### config.mk
export PLATFORM = sky130hd
export DESIGN_NAME = alu_cmd_sequencer
export DESIGN_NICKNAME = d
export VERILOG_FILES = /design/src/rtl/alu_cmd_sequencer.sv
export SDC_FILE = /design/constraint.sdc
export NUM_CORES = 1
export LEC_CHECK = 0
export ABC_AREA = 0
export ABC_CLOCK_PERIOD_IN_PS = 1190
export CAP_MARGIN = 10
export CORE_ASPECT_RATIO = 1.25
export CORE_MARGIN = 2
export CORE_UTILIZATION = 32
export DETAILED_ROUTE_END_ITERATION = 10
export GPL_TIMING_DRIVEN = 0
export PLACE_DENSITY = 0.74
export REMOVE_ABC_BUFFERS = 1
export SETUP_SLACK_MARGIN = 0.5
export SYNTH_ARGS = -nofsm -noshare
export SYNTH_HDL_FRONTEND = slang
export SYNTH_SLANG_ARGS = --single-unit
export TNS_END_PERCENT = 30
### constraint.sdc
create_clock -name clk -period 1.19 [get_ports clk]
set_clock_uncertainty 0.2 [all_clocks]
set_input_delay 0.238 -clock clk [delete_from_list [all_inputs] [get_ports clk]]
set_output_delay 0.238 -clock clk [all_outputs]
set_load 0.01 [all_outputs]
### src/rtl/alu_cmd_sequencer.sv
// ---------------------------------------------------------------------------
// alu_cmd_sequencer
//
// Command sequencer placed directly upstream of the 4-bit combinational ALU.
// The block accepts one ALU command at a time over a valid/ready handshake.
// It drives the ALU operand and select inputs from registers. One cycle
// later it captures the ALU result, carry and zero flags, and presents them
// downstream over a second valid/ready handshake. An internal 4-bit
// accumulator holds the last captured result, so a command can reuse it as
// operand A.
//
// Optional feature macro: ALU_SEQ_CARRY_CNT_EN
//   defined   : carry_cnt is an 8-bit saturating count of responses with carry=1
//   undefined : no counter register is built and carry_cnt is tied to 8'h00
//
// Ports:
//   clk, rst_n              clock, synchronous active-low reset
//   cmd_valid/cmd_ready     command handshake (cmd_ready is 1 only in IDLE)
//   cmd_op, cmd_a, cmd_b    ALU select code and operands
//   cmd_acc                 1 = use the accumulator as operand A
//   alu_a, alu_b, alu_sel   registered operands/select driven to the ALU
//   alu_result/carry/zero   combinational ALU outputs fed back in
//   rsp_valid/rsp_ready     response handshake
//   rsp_result/carry/zero   captured ALU outputs
//   acc                     current accumulator value
//   carry_cnt               saturating count of carry responses (see macro)
// ---------------------------------------------------------------------------
module alu_cmd_sequencer (
    input  logic       clk,
    input  logic       rst_n,
    input  logic       cmd_valid,
    output logic       cmd_ready,
    input  logic [2:0] cmd_op,
    input  logic [3:0] cmd_a,
    input  logic [3:0] cmd_b,
    input  logic       cmd_acc,
    output logic [3:0] alu_a,
    output logic [3:0] alu_b,
    output logic [2:0] alu_sel,
    input  logic [3:0] alu_result,
    input  logic       alu_carry,
    input  logic       alu_zero,
    output logic       rsp_valid,
    input  logic       rsp_ready,
    output logic [3:0] rsp_result,
    output logic       rsp_carry,
    output logic       rsp_zero,
    output logic [3:0] acc,
    output logic [7:0] carry_cnt
);

    typedef enum logic [1:0] {
        IDLE = 2'd0,
        EXEC = 2'd1,
        RESP = 2'd2
    } state_t;

    state_t     state_q,      state_d;
    logic [3:0] alu_a_q,      alu_a_d;
    logic [3:0] alu_b_q,      alu_b_d;
    logic [2:0] alu_sel_q,    alu_sel_d;
    logic [3:0] rsp_result_q, rsp_result_d;
    logic       rsp_carry_q,  rsp_carry_d;
    logic       rsp_zero_q,   rsp_zero_d;
    logic [3:0] acc_q,        acc_d;

    // Both handshake outputs depend only on the current state. This keeps
    // any combinational path from cmd_valid or rsp_ready out of the outputs.
    assign cmd_ready  = (state_q == IDLE);
    assign rsp_valid  = (state_q == RESP);

    assign alu_a      = alu_a_q;
    assign alu_b      = alu_b_q;
    assign alu_sel    = alu_sel_q;
    assign rsp_result = rsp_result_q;
    assign rsp_carry  = rsp_carry_q;
    assign rsp_zero   = rsp_zero_q;
    assign acc        = acc_q;

    // Next-state and datapath logic. Each register holds its value by default.
    // Operands load only when a command is accepted in IDLE.
    // The response fields and the accumulator load only at the end of the
    // single EXEC cycle, once the ALU has settled on the registered operands.
    // Undefined op codes pass to the ALU unchanged. Whatever the ALU returns
    // is captured like any other result.
    always_comb begin
        state_d      = state_q;
        alu_a_d      = alu_a_q;
        alu_b_d      = alu_b_q;
        alu_sel_d    = alu_sel_q;
        rsp_result_d = rsp_result_q;
        rsp_carry_d  = rsp_carry_q;
        rsp_zero_d   = rsp_zero_q;
        acc_d        = acc_q;

        case (state_q)
            IDLE: begin
                if (cmd_valid) begin
                    alu_sel_d = cmd_op;
                    alu_b_d   = cmd_b;
                    alu_a_d   = cmd_acc ? acc_q : cmd_a;
                    state_d   = EXEC;
                end
            end
            EXEC: begin
                rsp_result_d = alu_result;
                rsp_carry_d  = alu_carry;
                rsp_zero_d   = alu_zero;
                acc_d        = alu_result;
                state_d      = RESP;
            end
            RESP: begin
                if (rsp_ready) begin
                    state_d = IDLE;
                end
            end
            default: begin
                state_d = IDLE;
            end
        endcase
    end

    // State and datapath registers. Reset takes priority over everything.
    // A command in flight during reset is dropped, and no response is issued.
    always_ff @(posedge clk) begin
        if (!rst_n) begin
            state_q      <= IDLE;
            alu_a_q      <= 4'h0;
            alu_b_q      <= 4'h0;
            alu_sel_q    <= 3'b000;
            rsp_result_q <= 4'h0;
            rsp_carry_q  <= 1'b0;
            rsp_zero_q   <= 1'b0;
            acc_q        <= 4'h0;
        end else begin
            state_q      <= state_d;
            alu_a_q      <= alu_a_d;
            alu_b_q      <= alu_b_d;
            alu_sel_q    <= alu_sel_d;
            rsp_result_q <= rsp_result_d;
            rsp_carry_q  <= rsp_carry_d;
            rsp_zero_q   <= rsp_zero_d;
            acc_q        <= acc_d;
        end
    end

`ifdef ALU_SEQ_CARRY_CNT_EN
    logic [7:0] carry_cnt_q, carry_cnt_d;

    // The carry counter advances together with the EXEC capture whenever the
    // ALU reports a carry. It stops at 8'hFF instead of wrapping to zero.
    always_comb begin
        carry_cnt_d = carry_cnt_q;
        if ((state_q == EXEC) && alu_carry && (carry_cnt_q != 8'hFF)) begin
            carry_cnt_d = carry_cnt_q + 8'd1;
        end
    end

    // Carry counter register. It clears with the rest of the state on reset.
    always_ff @(posedge clk) begin
        if (!rst_n) begin
            carry_cnt_q <= 8'h00;
        end else begin
            carry_cnt_q <= carry_cnt_d;
        end
    end

    assign carry_cnt = carry_cnt_q;
`else
    assign carry_cnt = 8'h00;
`endif

endmodule
==> results.md, run 1 <==
- CP max stage cell: dfxtp_4
- TNS Setup: -2.121 ns
- Max-cap violations: 0
- First-pass GRT wire length: 3.353 mm
- Synth top area cells: dfxtp_1, buf_4, mux2i_1, nor2b_1, nand2_1
- Mapped Cells: 91
- Final period util: 1.142
- Initial antenna violation count: 0
- # DRC: 0
- Sequence of cells on the critical path: nor2b_4 -> buf_6
- Post-synthesis mux area share: 0.1149
- GRT overflow: 0
- Normalized max-slew margin: 0.4583
- Asr flop ratio synth: 0
- Design area: 0.001473 mm²
- H-tree Lvls: 1
- Clock root cell: clkbuf_4
- Vias: 749
- Critical path required time: 0.75 ns
- Final Critical Period: 1.359 ns
- Most numerous cell in the Yosys netlist: dfxtp_1
- Critical path endpoint category: output port
- TritonCTS clock tree: done
- Worst path max stage delay: 0.38 ns
- Worst min path class: reg2reg
- Die W: 50.66 µm
- WP data arrival: 0.92 ns
- Syn. warnings: 0
- Via-to-Cell Ratio: 4.329
- Yosys top cell by area: dfxtp_1
- Row count: 21
- LEAKAGE: 0.6831 nW
- Hold-fix buffers, CTS: 0
- GRT Util Overall: 0.1375
- EDFF count, synth: 0
- Vias in the first global route: 758
- Die area: 0.003157 mm²
- Main synth FF type: dfxtp_1
- Worst-skew pair later-pin latency: 0.28 ns
- Pwr per Cell Area: 966.2 mW/mm²
- P&R area growth vs syn: 69.11%
- Unrepaired setup endpoints after global routing: true
- Largest net degree at the start of global routing: 27
- TritonCTS Buffers: 3
- Yosys reg bits: 19
- Avg Inst Size Synth: 9.570 µm²
- I/O Buffers: 44
- Diode count: 0
- Post-synth top area share: 0.4368
- Reg2reg setup slack: -0.17 ns
- Core area: 0.002628 mm²
- R2R depth: 5
- CTS clock-pin slew for the worst setup and hold paths: 0.10 ns
- Setup Viol. Count Final: 24
- Adder-cell share of the synthesized area: 0
- Detailed placement HPWL: 1.349 mm
- Synth top cells by count: dfxtp_1, buf_4, nand2_1, mux2i_1
- Layout cells sized above 1: 0.4820
- Achievable Freq: 735.7 MHz
- First-pass DRT Iterations: 4
- Gp weighted congestion: 0.6217
- Final slew viol count: 0
- Non-filler instance count after layout: 173
- Routed Antenna Nets: 0
- Post-synthesis sequential area ratio: 0.4368
- Synth Area in Compound Gates: 0.09483
- Final #Nets: 162
- Hold Vio Cnt, Final: 0
- Starting Density: 0.3314
- Avg WL per Cell: 11.92 µm
- Syn Std Cell Area: 870.8 µm²
- Placed inst area: 0.001237 mm²
- Clk buf depth: 2
- PnR worst setup slack: -0.1693 ns
- Status: finished with violations
- Crit path max-delay family: flip-flops
- Total clock sinks: 19
- Initial DRC Count: 8
- Final core occ: 0.5605
- Cell depth of the worst setup path: 2
- Critical path type: reg2out
- Synth Area in Simple Gates: 0.1853
- Crit-path max FO: 5
- Largest family of logic cells by synthesized area: simple AND/OR/NAND/NOR gates
- WL final: 2.062 mm
- Xor and xnor fraction of the mapped netlist area: 0
- Worst VDD drop: 0.0006285 V
- Dpl cells: 157
- Buf/Inv on CP: 1
- # IOs: 53
- Die height: 62.33 µm
- Failing checks: setup timing
- Tightest Pin Transition: 0.8126 ns
- Cells on Worst Hold Path: 2
- WHS: 0.2651 ns
- Synth unique cells: 17
- Startpoint types: flop
-- per-stage QoR --
| step | total power (W) | worst slack (ns) |
|---|---|---|
| 6_report | 0.001423 | -0.1693 |
| 5_1_grt | 0.001518 | -0.2334 |
| 4_1_cts | 0.001431 | -0.1736 |
| 3_5_place_dp | 0.001039 | -0.7992 |
| 3_3_place_gp | 0.001031 | -0.7465 |
| 2_1_floorplan | 0.0008397 | -0.1926 |
-- power by group --
group	internal (W)	switching, W	total (W)
clock	0.000130	0.000181	0.000311
sequential	0.000683	0.0000370	0.000720
combinational	0.000240	0.000152	0.000392
total	0.00105	0.000370	0.00142
-- sequential cells by signal, indices dropped and copies added, names as in the netlist --
signal and cells:
rsp_carry 1, rsp_zero 1, state_q 2, acc 4, alu_a 4, alu_b 4
alu_sel 3
-- routing by layer --
layer  up-vias  part of all wire  GRT usage  wire (µm)
met3         2             0.054    0.03125        111
met1       342              0.37     0.1480        764
met5         -                 0          0          0
met4         0            0.0058    0.05068         12
li1        381                 -          -          -
met2        24              0.57     0.2533       1173
-- area by class of cell --
cell class                      instances  area (µm²)
Clock buffer                            4       26.28
Fill cell                             243        1155
Multi-Input combinational cell         61       426.7
Sequential cell                        19       414.1
Tap cell                               34       42.54
Timing Repair Buffer                   55       563.0
-- cell families (layout without fill, tap and decap cells) --
logic type | count (synthesis) | in the layout
buffers and inverters | 19 | 59
and+or+nand+nor | 30 | 31
muxes | 10 | 10
AOI/OAI and AO/OA | 12 | 12
DFF | 19 | 19
other | 1 | 8
-- worst min-delay path: stages (launching register included) --
cell and delay (ns):
dfxtp_2 0.34, nand2_1 0.05, o21ai_1 0.05
-- cells in the final DEF (no fill, tap or decap), types with 5 or more instances in the layout --
cell type	instances
nand2_1	7
mux2i_1	10
dfxtp_2	15
clkdlybuf4s50_1	20
buf_6	27
nand3_1	5
buf_4	6
nor2b_1	6
o21ai_1	5
conb_1	8
-- what timing repair did --
action / 4_1_cts / 5_1_grt
setup endpoints to repair: 42 / 42
setup buffers: 11 / 0
resized for setup: 146 / 14
pin swaps: 3 / 1
cloned: 1 / 0
-- path summary, 6_finish.rpt --
kind,start,to
worst max-delay path,state_q[1],rsp_valid
worst min-delay path,alu_b[0],alu_b[0]
worst max register to register,state_q[1],alu_a[2]
worst min register to register,alu_b[0],alu_b[0]
No activity file was read; power rests on OpenSTA's default activity.
==> run 2, diff against run 1 <==
--- a/config.mk
+++ b/config.mk
@@ -9,7 +9,7 @@
 export ABC_CLOCK_PERIOD_IN_PS = 1190
 export CAP_MARGIN = 10
 export CORE_ASPECT_RATIO = 1.25
-export CORE_MARGIN = 2
+export CORE_MARGIN = 5
 export CORE_UTILIZATION = 32
 export DETAILED_ROUTE_END_ITERATION = 10
 export GPL_TIMING_DRIVEN = 0
==> run 2 against run 1 <==
Effect of this change:
- the flow still finishes with violations (setup timing)
- non-clock buffer count is 1 higher
- count of clock-buffer cells in the layout fell by 1
- via count down 0.27%
- critical path depth unchanged
- critical endpoint unchanged
- highest routed layer unchanged
==> results.md, run 2 (same netlist as run 1, synthesis figures left out) <==
- Status: finished with violations
- Failing checks: setup timing
- First-pass GRT wire length: 3.712 mm (+11%)
- GRT overflow: 0 (unchanged)
- R2R depth: 5 (unchanged)
- Final #Nets: 163 (+0.62%)
- Design area: 0.001493 mm² (+1.4%)
- Final slew viol count: 0 (unchanged)
- Die area: 0.003871 mm² (+23%)
- Die W: 56.66 µm (+12%)
- Critical path type: reg2out
- Pwr per Cell Area: 973.8 mW/mm² (+0.79%)
- Reg2reg setup slack: -0.17 ns (about the same)
- Most common cell after layout, fill and taps aside: buf_6
- Total power: 0.001454 W (+2.2%)
- Routed Antenna Nets: 0 (unchanged)
- Vias in the first global route: 819 (+8.0%)
- Vias: 747 (-0.27%)
- Worst-skew pair later-pin latency: 0.30 ns (+0.02 ns)
- Worst Hold End: alu_sel[0]
- Startpoint types: flop
- Critical path required time: 0.75 ns (about the same)
- # DRC: 0 (unchanged)
- Hold Vio Cnt, Final: 0 (unchanged)
- Total clock sinks: 19 (unchanged)
- I/O Buffers: 44 (unchanged)
- # IOs: 53 (unchanged)
- Diode count: 0 (unchanged)
- Crit-path max FO: 5 (unchanged)
- Max-cap violations: 0 (unchanged)
- Highest-count cells in the layout ignoring fill and taps: buf_6, clkdlybuf4s50_1, dfxtp_2
- PnR worst setup slack: -0.1848 ns (-0.01544 ns)
- Worst min path class: in2reg
- LEAKAGE: 0.7000 nW (+2.5%)
- Initial antenna violation count: 0 (unchanged)
- Cells on Worst Hold Path: 3 (+1)
- GRT Util Overall: 0.1245 (-0.01302)
- Final core occ: 0.5625 (+0.001995)
- Setup Viol. Count Final: 32 (+33%)
- Final Critical Period: 1.375 ns (+0.01544 ns)
- H-tree Lvls: 1 (unchanged)
- TNS Setup: -2.107 ns (+0.01441 ns)
- TritonCTS Buffers: 3 (unchanged)
- Starting Density: 0.3281 (-0.003281)
- Clk buf depth: 2 (unchanged)
- Die height: 68.33 µm (+9.6%)
- Layout cells sized above 1: 0.4714 (-0.01059)
- Initial DRC Count: 8 (unchanged)
- WP data arrival: 0.94 ns (+0.02 ns)
- Critical path endpoint category: output port
- Worst VDD drop: 0.0008442 V (+34%)
- Largest net degree at the start of global routing: 27 (unchanged)
- CTS clock-pin slew for the worst setup and hold paths: 0.12 ns (+0.02 ns)
- Crit Reg-Reg Startpoint: state_q[1]
- P&R area growth vs syn: 71.41%
- Via-to-Cell Ratio: 4.293 (-0.84%)
- Worst R2R End: alu_a[3]
- Avg WL per Cell: 13.37 µm (+12%)
- WL final: 2.326 mm (+13%)
- First-pass DRT Iterations: 2 (-2)
- WHS: 0.2612 ns (-0.003917 ns)
- Gp weighted congestion: 0.7736 (+24%)
- Core area: 0.002654 mm² (+1.0%)
- Hold wc startpoint: rst_n
- Detailed placement HPWL: 1.523 mm (+13%)
- Clock root cell: clkbuf_4
- Achievable Freq: 727.4 MHz (-1.1%)
- Placed inst area: 0.001237 mm² (unchanged)
- Unrepaired setup endpoints after global routing: true
- Row count: 21 (unchanged)
- Final period util: 1.155 (+0.01298)
- TritonCTS clock tree: done
run 2: area by class of cell:
type,count,area (µm²)
clock inverter,1,5.005
clock buffer,3,22.52
fill,232,1161
sequential,19,414.1
timing repair buffer,56,584.3
multi-input combinational,61,424.2
tap,34,42.54
run 2: worst max-delay path by stage:
stage               startpoint         to  slack (ns)  cells after the start
floorplan           state_q[1]   alu_a[0]       -0.19                      3
global placement     cmd_valid   alu_a[0]       -0.75                      4
detailed placement   cmd_valid   alu_a[3]       -0.81                      4
CTS                 state_q[1]  rsp_valid       -0.17                      2
global route        state_q[1]   alu_b[1]       -0.23                      5
finish              state_q[1]  rsp_valid       -0.18                      2
run 2: worst max-delay path: stages, from the launching register on:
cell and delay, ns:
dfxtp_4 0.38, nor2b_4 0.16, buf_6 0.11
run 2: layer usage:
| layer | GRT usage | wire, µm | vias to the layer above |
|---|---|---|---|
| met5 | 0 | 0 | - |
| met4 | 0.04451 | 9 | 0 |
| met3 | 0.03585 | 186 | 2 |
| met2 | 0.2384 | 1307 | 24 |
| met1 | 0.1288 | 822 | 341 |
| li1 | - | - | 380 |
run 2: power breakdown:
group	leakage (nW)	switching, W	total [W]	internal, W
combinational	0.518	0.000154	0.000405	0.000251
sequential	0.165	0.0000373	0.000720	0.000683
clock	0.0177	0.000204	0.000329	0.000125
total	0.700	0.000395	0.00145	0.00106
run 2: through the flow:
step                      std cells  worst slack, ns
after floorplan                  79          -0.1926
after global placement          157          -0.7501
after detailed placement        157          -0.8133
after CTS                       174          -0.1747
after global routing            174          -0.2347
final                           174          -0.1848
run 2: repair_timing:
action,CTS,global route
gates cloned,1,0
setup endpoints to repair,42,42
gates resized for setup,142,15
pin swaps,1,2
hold buffers,0,0
buffers inserted,12,0
==> run 3, diff against run 2 <==
--- a/config.mk
+++ b/config.mk
@@ -6,10 +6,9 @@
 export NUM_CORES = 1
 export LEC_CHECK = 0
 export ABC_AREA = 0
-export ABC_CLOCK_PERIOD_IN_PS = 1190
 export CAP_MARGIN = 10
 export CORE_ASPECT_RATIO = 1.25
-export CORE_MARGIN = 5
+export CORE_MARGIN = 3
 export CORE_UTILIZATION = 32
 export DETAILED_ROUTE_END_ITERATION = 10
 export GPL_TIMING_DRIVEN = 0
==> run 3 against run 2 <==
Effect of this change:
- the run still ends with setup timing left
- non-clock buffer count down 1
- setup slack worse by 0.0099 ns
- flip-flop and latch count unchanged
- worst hold slack better by 0.0010 ns
- largest power group unchanged
- global-route usage up 0.23 points
- final cell count down 1.1%
==> results.md, run 3 (same netlist as run 1, synthesis figures left out) <==
- Setup Viol. Count Final: 34 (+6.3%)
- Crit Reg-Reg Startpoint: state_q[1]
- P&R area growth vs syn: 70.11%
- Failing checks: setup timing
- Starting Density: 0.3480 (+0.01985)
- # IOs: 53 (unchanged)
- Final slew viol count: 0 (unchanged)
- Diode count: 0 (unchanged)
- Via-to-Cell Ratio: 4.378 (+2.0%)
- Tightest Pin Transition: 0.8570 ns
- First-pass DRT Iterations: 2 (unchanged)
- Status: finished with violations
- Highest-count cells in the layout ignoring fill and taps: buf_6, clkdlybuf4s50_1, dfxtp_2
- Die W: 52.66 µm (-7.1%)
- Max-cap violations: 0 (unchanged)
- Worst min path class: reg2reg
- Achievable Freq: 722.2 MHz (-0.72%)
- Final core occ: 0.5920 (+0.02953)
- Hold Vio Cnt, Final: 0 (unchanged)
- Vias: 753 (+0.80%)
- Reg2reg setup slack: -0.16 ns (about the same)
- Unrepaired setup endpoints after global routing: true
- H-tree Lvls: 1 (unchanged)
- Critical path endpoint category: output port
- # DRC: 0 (unchanged)
- Worst path max stage delay: 0.39 ns (about the same)
- CP Launch Point: state_q[1]
- Avg WL per Cell: 12.10 µm (-9.5%)
- Final Critical Period: 1.385 ns (+0.009930 ns)
- Total clock sinks: 19 (unchanged)
- Startpoint types: flop
- Dpl ws: -0.7846 ns (+0.02874 ns)
- Normalized max-slew margin: 0.4287
- TNS Setup: -2.233 ns (-0.1263 ns)
- Worst R2R End: alu_a[1]
- Critical path required time: 0.75 ns (about the same)
- WP data arrival: 0.95 ns (about the same)
- Hold-fix buffers, CTS: 0 (unchanged)
- Row count: 20 (-4.8%)
- Final #Nets: 162 (-0.61%)
- PnR worst setup slack: -0.1947 ns (-0.009930 ns)
- Clock root cell: clkbuf_4
- GRT Util Overall: 0.1268 (+0.002253)
- Layout cells sized above 1: 0.4964 (+0.02497)
- Initial antenna violation count: 0 (unchanged)
- Most common cell after layout, fill and taps aside: buf_6
- I/O Buffers: 44 (unchanged)
- R2R depth: 5 (unchanged)
- Critical path type: reg2out
- Vias in the first global route: 752 (-8.2%)
- Crit-path max FO: 4 (-1)
- Initial DRC Count: 3 (-5)
- Clk buf depth: 2 (unchanged)
- Worst setup endpoint: rsp_valid
- CP max stage cell: dfxtp_4
- LEAKAGE: 0.6886 nW (-1.6%)
- Die height: 64.33 µm (-5.9%)
- Worst VDD drop: 0.0009011 V (+6.7%)
- WL final: 2.081 mm (-11%)
- Worst-skew pair later-pin latency: 0.30 ns (about the same)
- GRT overflow: 0 (unchanged)
- Sequence of cells on the critical path: nor2b_4 -> buf_6
- Routed Antenna Nets: 0 (unchanged)
- Gp weighted congestion: 0.7119 (-8.0%)
- Detailed placement HPWL: 1.277 mm (-16%)
- Final period util: 1.164 (+0.008345)
- Core area: 0.002502 mm² (-5.7%)
- First-pass GRT wire length: 3.236 mm (-13%)
- Largest net degree at the start of global routing: 27 (unchanged)
- CTS clock-pin slew for the worst setup and hold paths: 0.12 ns (about the same)
- Pwr per Cell Area: 979.2 mW/mm² (+0.56%)
- TritonCTS clock tree: done
- TritonCTS Buffers: 3 (unchanged)
- Die area: 0.003387 mm² (-13%)
run 3: cell types whose count changed in the layout (fill, tap and decap cells not counted), moves of 2 or more:
cell,delta
nand3_2,+2
nand2_2,+4
dfxtp_2,+2
dfxtp_4,-2
o21ai_0,-2
nand2b_4,-2
nand3_1,-2
nand2_1,-4
run 3: area by class of cell:
type	count	area, µm²
fill	233	1021
timing repair buffer	55	571.8
multi-input combinational	61	431.7
sequential	19	409.1
tap	33	41.29
clock buffer	3	22.52
clock inverter	1	5.005
run 3: worst min-delay path by stage:
stage                     startpoint    endpoint  cells after the start
final                       alu_b[0]    alu_b[0]                      2
after detailed placement    alu_b[3]    alu_b[3]                      2
after CTS                 alu_sel[0]  alu_sel[0]                      2
after floorplan                rst_n  state_q[0]                      1
after global routing       cmd_op[1]  alu_sel[1]                      3
after global placement    alu_sel[2]  alu_sel[2]                      2
run 3: worst max-delay path: cells and delay by family, from the launching register on:
| family | cells | cell delay (ns) |
|---|---|---|
| flip-flops | 1 | 0.39 |
| AND/OR/NAND/NOR | 1 | 0.15 |
| buffers and inverters | 1 | 0.11 |
run 3: timing repair:
action / CTS / global route
buffers inserted: 10 / 1
endpoints found under the setup margin: 42 / 42
pin swaps: 2 / 4
gates resized for setup: 143 / 16
cloned: 1 / 0
run 3: stage by stage:
step	instances	instance area, µm²	power, W	hold slack [ns]
2_1_floorplan	79	754.5	0.0008397	0.1597
3_3_place_gp	156	1236	0.001032	0.2449
3_5_place_dp	156	1236	0.001037	0.2522
4_1_cts	171	1436	0.001442	0.2703
5_1_grt	172	1481	0.001536	0.2754
6_report	172	1481	0.001451	0.2622
run 3: per-layer routing:
layer / vias up / GRT usage / share of wire
met1: 344 / 0.1461 / 0.39
met3: 0 / 0.03963 / 0.095
met4: 0 / 0.04792 / 0
li1: 378 / - / -
met2: 31 / 0.2127 / 0.51
met5: - / 0 / 0
run 3: where the power goes:
part | internal [W] | total, W | switching [W]
logic | 0.000244 | 0.000400 | 0.000155
registers | 0.000685 | 0.000722 | 0.0000366
clock network | 0.000125 | 0.000329 | 0.000204
total | 0.00105 | 0.00145 | 0.000396
